==> src/rtl/i2c_master_1_if.sv <==
// i2c_master_1_if: user handshake plus SCL/SDA pins of the single-byte I2C master
interface i2c_master_1_if;
    logic       start;
    logic [6:0] addr;
    logic       rw;
    logic [7:0] data_wr;
    logic [7:0] data_rd;
    logic       busy;
    logic       done;
    logic       ack_err;
    logic       scl;
    logic       sda_oe;
    logic       sda_i;
    modport master (input start, addr, rw, data_wr, sda_i,
                    output data_rd, busy, done, ack_err, scl, sda_oe);
    modport slave  (output start, addr, rw, data_wr, sda_i,
                    input data_rd, busy, done, ack_err, scl, sda_oe);
endinterface

==> src/rtl/i2c_master_1.sv <==
// i2c_master_1: single-byte I2C master (START, addr+rw, one data byte, ACK slots, STOP)
module i2c_master_1 #(
    parameter int CLK_DIV = 2
) (
    input logic clk,
    input logic reset,
    i2c_master_1_if.master bus
);
    localparam logic [3:0] S_IDLE     = 4'd0;
    localparam logic [3:0] S_START    = 4'd1;
    localparam logic [3:0] S_ADDR     = 4'd2;
    localparam logic [3:0] S_ADDR_ACK = 4'd3;
    localparam logic [3:0] S_WRITE    = 4'd4;
    localparam logic [3:0] S_WR_ACK   = 4'd5;
    localparam logic [3:0] S_READ     = 4'd6;
    localparam logic [3:0] S_RD_NACK  = 4'd7;
    localparam logic [3:0] S_STOP     = 4'd8;
    localparam logic [7:0] DIV_MAX    = 8'(CLK_DIV - 1);

    logic [3:0] state;
    logic [7:0] div;
    logic [1:0] ph;
    logic [2:0] cnt;
    logic [7:0] tx_addr, tx_data, rd_sh, data_rd;
    logic       smp, ack_err, done;
    logic       tick, bit_end, sda_s, tx_bit, scl, sda_oe;

    assign tick    = div == DIV_MAX;
    assign bit_end = tick && ph == 2'd3;
    // with CLK_DIV=1 the sample cycle is also the tick cycle, so use the live line
    assign sda_s   = (div == 8'd0) ? bus.sda_i : smp;
    assign tx_bit  = (state == S_ADDR) ? tx_addr[cnt] : tx_data[cnt];

    // bus pins decoded from state and quarter phase; SDA only moves while SCL is low
    always_comb begin
        scl    = (state == S_IDLE || state == S_START) ? 1'b1 : ph[1];
        sda_oe = (state == S_START) ? ph[1] :
                 (state == S_STOP)  ? (ph != 2'd3) :
                 (state == S_ADDR || state == S_WRITE) ? ~tx_bit : 1'b0;
    end

    assign bus.scl     = scl;
    assign bus.sda_oe  = sda_oe;
    assign bus.busy    = state != S_IDLE;
    assign bus.done    = done;
    assign bus.ack_err = ack_err;
    assign bus.data_rd = data_rd;

    // transaction sequencer: divider, quarter phase, bit counter and bit-period state steps
    always_ff @(posedge clk or negedge reset) begin
        if (!reset) begin
            state   <= S_IDLE;
            div     <= '0;
            ph      <= '0;
            cnt     <= '0;
            tx_addr <= '0;
            tx_data <= '0;
            rd_sh   <= '0;
            data_rd <= '0;
            smp     <= 1'b0;
            ack_err <= 1'b0;
            done    <= 1'b0;
        end else begin
            done <= 1'b0;
            if (state == S_IDLE) begin
                if (bus.start) begin
                    state   <= S_START;
                    div     <= '0;
                    ph      <= '0;
                    cnt     <= 3'd7;
                    tx_addr <= {bus.addr, bus.rw};
                    tx_data <= bus.data_wr;
                    ack_err <= 1'b0;
                end
            end else begin
                div <= tick ? 8'd0 : div + 8'd1;
                if (tick) ph <= ph + 2'd1;
                if (ph == 2'd3 && div == 8'd0) smp <= bus.sda_i;
                if (bit_end) begin
                    case (state)
                        S_START: state <= S_ADDR;
                        S_ADDR: begin
                            cnt <= cnt - 3'd1;
                            if (cnt == 3'd0) state <= S_ADDR_ACK;
                        end
                        S_ADDR_ACK: begin
                            if (sda_s) ack_err <= 1'b1;
                            state <= sda_s ? S_STOP : (tx_addr[0] ? S_READ : S_WRITE);
                        end
                        S_WRITE: begin
                            cnt <= cnt - 3'd1;
                            if (cnt == 3'd0) state <= S_WR_ACK;
                        end
                        S_WR_ACK: begin
                            if (sda_s) ack_err <= 1'b1;
                            state <= S_STOP;
                        end
                        S_READ: begin
                            rd_sh <= {rd_sh[6:0], sda_s};
                            cnt   <= cnt - 3'd1;
                            if (cnt == 3'd0) state <= S_RD_NACK;
                        end
                        S_RD_NACK: begin
                            data_rd <= rd_sh;
                            state   <= S_STOP;
                        end
                        S_STOP: begin
                            state <= S_IDLE;
                            done  <= 1'b1;
                        end
                        default: state <= S_IDLE;
                    endcase
                end
            end
        end
    end
endmodule

==> src/flat_wrapper.sv <==
// flat-port wrapper written by rule: the top's interface ports become plain ports
module i2c_master_1_flat 
#(
    parameter int CLK_DIV = 2
)
  (clk, reset, bus_start, bus_addr, bus_rw, bus_data_wr, bus_sda_i, bus_data_rd, bus_busy, bus_done, bus_ack_err, bus_scl, bus_sda_oe);
  i2c_master_1_if bus_i ();
  input logic clk;
  input logic reset;
  input wire logic [$bits(bus_i.start)-1:0] bus_start;
  input wire logic [$bits(bus_i.addr)-1:0] bus_addr;
  input wire logic [$bits(bus_i.rw)-1:0] bus_rw;
  input wire logic [$bits(bus_i.data_wr)-1:0] bus_data_wr;
  input wire logic [$bits(bus_i.sda_i)-1:0] bus_sda_i;
  output wire logic [$bits(bus_i.data_rd)-1:0] bus_data_rd;
  output wire logic [$bits(bus_i.busy)-1:0] bus_busy;
  output wire logic [$bits(bus_i.done)-1:0] bus_done;
  output wire logic [$bits(bus_i.ack_err)-1:0] bus_ack_err;
  output wire logic [$bits(bus_i.scl)-1:0] bus_scl;
  output wire logic [$bits(bus_i.sda_oe)-1:0] bus_sda_oe;
  assign bus_i.start = bus_start;
  assign bus_i.addr = bus_addr;
  assign bus_i.rw = bus_rw;
  assign bus_i.data_wr = bus_data_wr;
  assign bus_i.sda_i = bus_sda_i;
  assign bus_data_rd = bus_i.data_rd;
  assign bus_busy = bus_i.busy;
  assign bus_done = bus_i.done;
  assign bus_ack_err = bus_i.ack_err;
  assign bus_scl = bus_i.scl;
  assign bus_sda_oe = bus_i.sda_oe;
  i2c_master_1 #(.CLK_DIV(CLK_DIV)) u_core (.clk(clk), .reset(reset), .bus(bus_i));
endmodule
==> config.mk <==
export PLATFORM = sky130hd
export DESIGN_NAME = i2c_master_1_flat
export DESIGN_NICKNAME = d
export VERILOG_FILES = /design/src/rtl/i2c_master_1_if.sv /design/src/rtl/i2c_master_1.sv /design/src/flat_wrapper.sv
export SDC_FILE = /design/constraint.sdc
export NUM_CORES = 1
export LEC_CHECK = 0
export BUFFER_PORTS_ARGS = -buffer_cell sky130_fd_sc_hd__buf_2
export CORE_ASPECT_RATIO = 1.2
export CORE_MARGIN = 4
export CORE_UTILIZATION = 46
export DETAILED_ROUTE_END_ITERATION = 10
export MAX_ROUTING_LAYER = met4
export PLACE_DENSITY = 0.77
export SYNTH_ARGS = -nofsm -noshare
export SYNTH_HDL_FRONTEND = slang
export SYNTH_SLANG_ARGS = --single-unit
==> constraint.sdc <==
create_clock -name clk -period 7.5 [get_ports clk]
set_clock_uncertainty 0.1 [all_clocks]
set_input_delay 0.375 -clock clk [delete_from_list [all_inputs] [get_ports clk]]
set_output_delay 0.375 -clock clk [all_outputs]
set_load 0.005 [all_outputs]
==> results.py <==
metrics = {
    "worst_setup_path": {
        "cp.arrival_ns": 2.75,
        "worst_r2r_path_depth": 5,
        "worstPathRequired_ns": 7.61,
        "cp_max_fo": 12,
        "critPathKind": "flip-flop to flip-flop",
        "slowest_delay_ns": 0.66,
        "start_kind": "flip-flop",
        "cp_slowest_cell": "nor4_1",
        "crit_chain": "nor4_1 > inv_2 > nor2_1 > a211o_4 > mux2_4",
        "end_kind": "flip-flop",
    },
    "route": {
        "dr.first_iter.drc_count": 116,
        "routed_via_density": 5.636,
        "wire_per_inst_um": 15.38,
        "postRouteAntennaNets": 0,
        "totalWireLength_mm": 4.738,
        "vias": 1736,
        "drc_errors": 0,
        "firstDrtPassIters": 4,
    },
    "synth": {
        "seq_area_frac_synth_pct": 51.18,
        "syn-cell-area_mm2": 0.002542,
        "synth_cells": 214,
        "synth_top_family_by_area": "multiplexers",
        "yosysWarnings": 0,
        "synthFlopType": "dfrtp_1",
        "synth_compound_area_share_pct": 8.711,
        "avgSynthCellArea_um2": 11.88,
        "synthTopCellsByArea": "dfrtp_1, mux2_2, o21ai_0",
        "synth_fp_nets": 240,
        "synth_edf_count": 0,
        "async_reset_ff_share_pct": 100.0,
        "synth_top_area_share_pct": 51.18,
        "synth_cell_types": 38,
        "synthAdderAreaFrac_pct": 2.953,
        "synthSimpleGateAreaFrac_pct": 13.14,
        "ys_ff_latch": 52,
        "synth.mux.area_fraction_pct": 20.42,
        "synth_area_leader_cell": "dfrtp_1",
        "synthXorXnorAreaFrac_pct": 1.033,
    },
    "sta": {
        "fmax_ghz": 0.3787,
        "tns_ns": 0,
        "hold_viol": 0,
        "fin_ws_ns": 4.859,
        "setup_viol": 0,
        "finalCritPeriodShare_pct": 35.21,
        "rsz0062_at_grt": "no",
        "max-slew-margin-rel_pct": 34.66,
        "layout_min_cycle_time_ns": 2.641,
        "worst_pin_slew_ns": 0.9674,
        "slew_violations": 0,
        "worst_hold_slack_ns": 0.06019,
    },
    "power": {
        "power_density_mw_per_mm2": 340.3,
        "leakage_nw": 1.319,
        "fin_total_pwr_uw": 967.3,
        "p_clk_share_pct": 17.1,
        "p_sw_share_pct": 37.08,
        "p_int_uw": 608.6,
        "combinationalPowerShare_pct": 38.3,
        "p_seq_share_pct": 44.6,
        "switching_power_uw": 358.7,
        "vdd_drop_max_v": 0.0001705,
    },
    "final_layout": {
        "fin_nets": 271,
        "fill_cells": 450,
        "final_common_cell": "dfrtp_1",
        "final_cell_mix": "dfrtp_1, mux2_2, buf_2, o21ai_0, nand2_1",
        "syn_to_final_growth_pct": 11.81,
        "drive_gt1_share_pct": 36.99,
        "postLayoutCellArea_mm2": 0.002843,
        "antenna_cells": 0,
    },
    "run_status": {
        "status": "finished, final reports clean",
    },
    "floorplanning": {
        "fp.dieW_um": 75.87,
        "initial_core_util_pct": 47.67,
        "die_area_mm2": 0.006785,
        "die-height_um": 89.44,
        "rows": 29,
        "num_io_pins": 33,
        "coreArea_mm2": 0.005334,
    },
    "global_route": {
        "grt_antenna_before_repair": 0,
        "grt_start_max_net_pins": 53,
        "grt_pass1_vias": 1656,
        "grt_use_total_pct": 15.46,
        "grt-ovfl-total": 0,
        "grt_pass1_wl_mm": 7.645,
    },
    "clock_network": {
        "cts_root_buf": "clkbuf_8",
        "cts_hold_buf": 0,
        "cts_tree": "done",
        "clk_latency_ns": 0.31,
        "ctsLongestPathBuffers": 2,
        "post-cts-setup-buffers": 0,
        "numCtsBuffers": 5,
        "cts_resized": 0,
        "cts_max_level": 2,
        "clock_sinks": 52,
        "clk_pin_slew_ns": 0.10,
    },
    "place": {
        "dpl_worst_slack_ns": 4.914,
        "dp_hpwl_mm": 3.421,
        "placed_area_mm2": 0.002749,
        "port_buffers": 32,
        "gp_congestion": 0.8655,
    },
    "hold_path": {
        "hold_class": "input port to asynchronous set/reset pin",
    },
    "flow_run": {
        "maxCapViolCount": 0,
    },
}
==> worst paths after layout <==
check,slack (ns),startpoint,end
max,4.86,u_core.state[0],u_core.state[0]
min,0.06,reset,u_core.div[0]
max reg2reg,4.86,u_core.state[0],u_core.state[0]
min reg2reg,0.41,u_core.tx_addr[5],u_core.tx_addr[5]
max in group asynchronous,6.82,reset,u_core.tx_addr[6]
min in group clk,0.19,bus_addr[3],u_core.tx_addr[4]
==> area by class of cell <==
cell class              instances  area, µm²  area share [%]
repair buffers                 33      167.7           5.898
clock inverters                 3      25.02          0.8803
clock buffers                   5      68.82           2.421
inverters                       7      26.28          0.9243
well taps                      62      77.57           2.729
multi-input cells             146       1176           41.37
flip-flops and latches         52       1301           45.77
==> cells in the mapped netlist, drive strengths merged (3+ instances only) <==
library cell	count
nand3	8
nor3	3
nor4	3
dfrtp	52
nand2b	5
mux2	36
inv	7
and3	5
o21ai	21
ha	6
nor2	4
clkbuf	5
nand4	3
nand2	18
buf	4
a21oi	9
mux4	4
==> cell families (layout without fill, tap and decap cells) <==
logic type | count (synthesis) | in the layout
AND/OR/NAND/NOR | 58 | 58
flip-flops | 52 | 52
multiplexers | 42 | 42
AO/OA/AOI/OAI | 37 | 37
buffers and inverters | 16 | 48
adder cells (fa/ha/maj) | 6 | 6
XOR/XNOR | 3 | 3
==> metrics by stage <==
stage / utilization (%) / std cells
2_1_floorplan: - / 214
3_3_place_gp: 51.54 / 300
3_5_place_dp: 51.54 / 300
4_1_cts: 53.30 / 308
5_1_grt: 53.30 / 308
6_report: 53.30 / 308
==> registers in the layout, indices dropped and copies added, names as in the netlist <==
register / count
u_core.bus.ack_err: 1
u_core.bus.data_rd: 8
u_core.bus.done: 1
u_core.cnt: 3
u_core.div: 8
u_core.ph: 2
u_core.rd_sh: 8
u_core.smp: 1
u_core.state: 4
u_core.tx_addr: 8
u_core.tx_data: 8
==> power groups by stage <==
stage	combinational [mW]	sequential [mW]	clock [mW]
floorplan	0.316	0.393	0
global placement	0.358	0.432	0
detailed placement	0.370	0.437	0
CTS	0.372	0.431	0.170
global route	0.411	0.445	0.180
finish	0.370	0.432	0.166
==> worst max-delay path: cells and delay by family (launching register included) <==
| family | cells | cell delay [ns] |
|---|---|---|
| buf+inv | 1 | 0.24 |
| simple gates | 2 | 1.15 |
| flops | 1 | 0.52 |
| mux | 1 | 0.30 |
| compound gates | 1 | 0.23 |
==> per-layer routing <==
layer / global-route usage, % / vias to the layer above / part of all wire, %
met4: 6.677 / 0 / 2.4
met2: 24.53 / 50 / 49
met3: 3.262 / 11 / 4.5
met5: - / - / 0
li1: - / 833 / -
met1: 18.89 / 842 / 44
(Power assumes the default switching activity.)
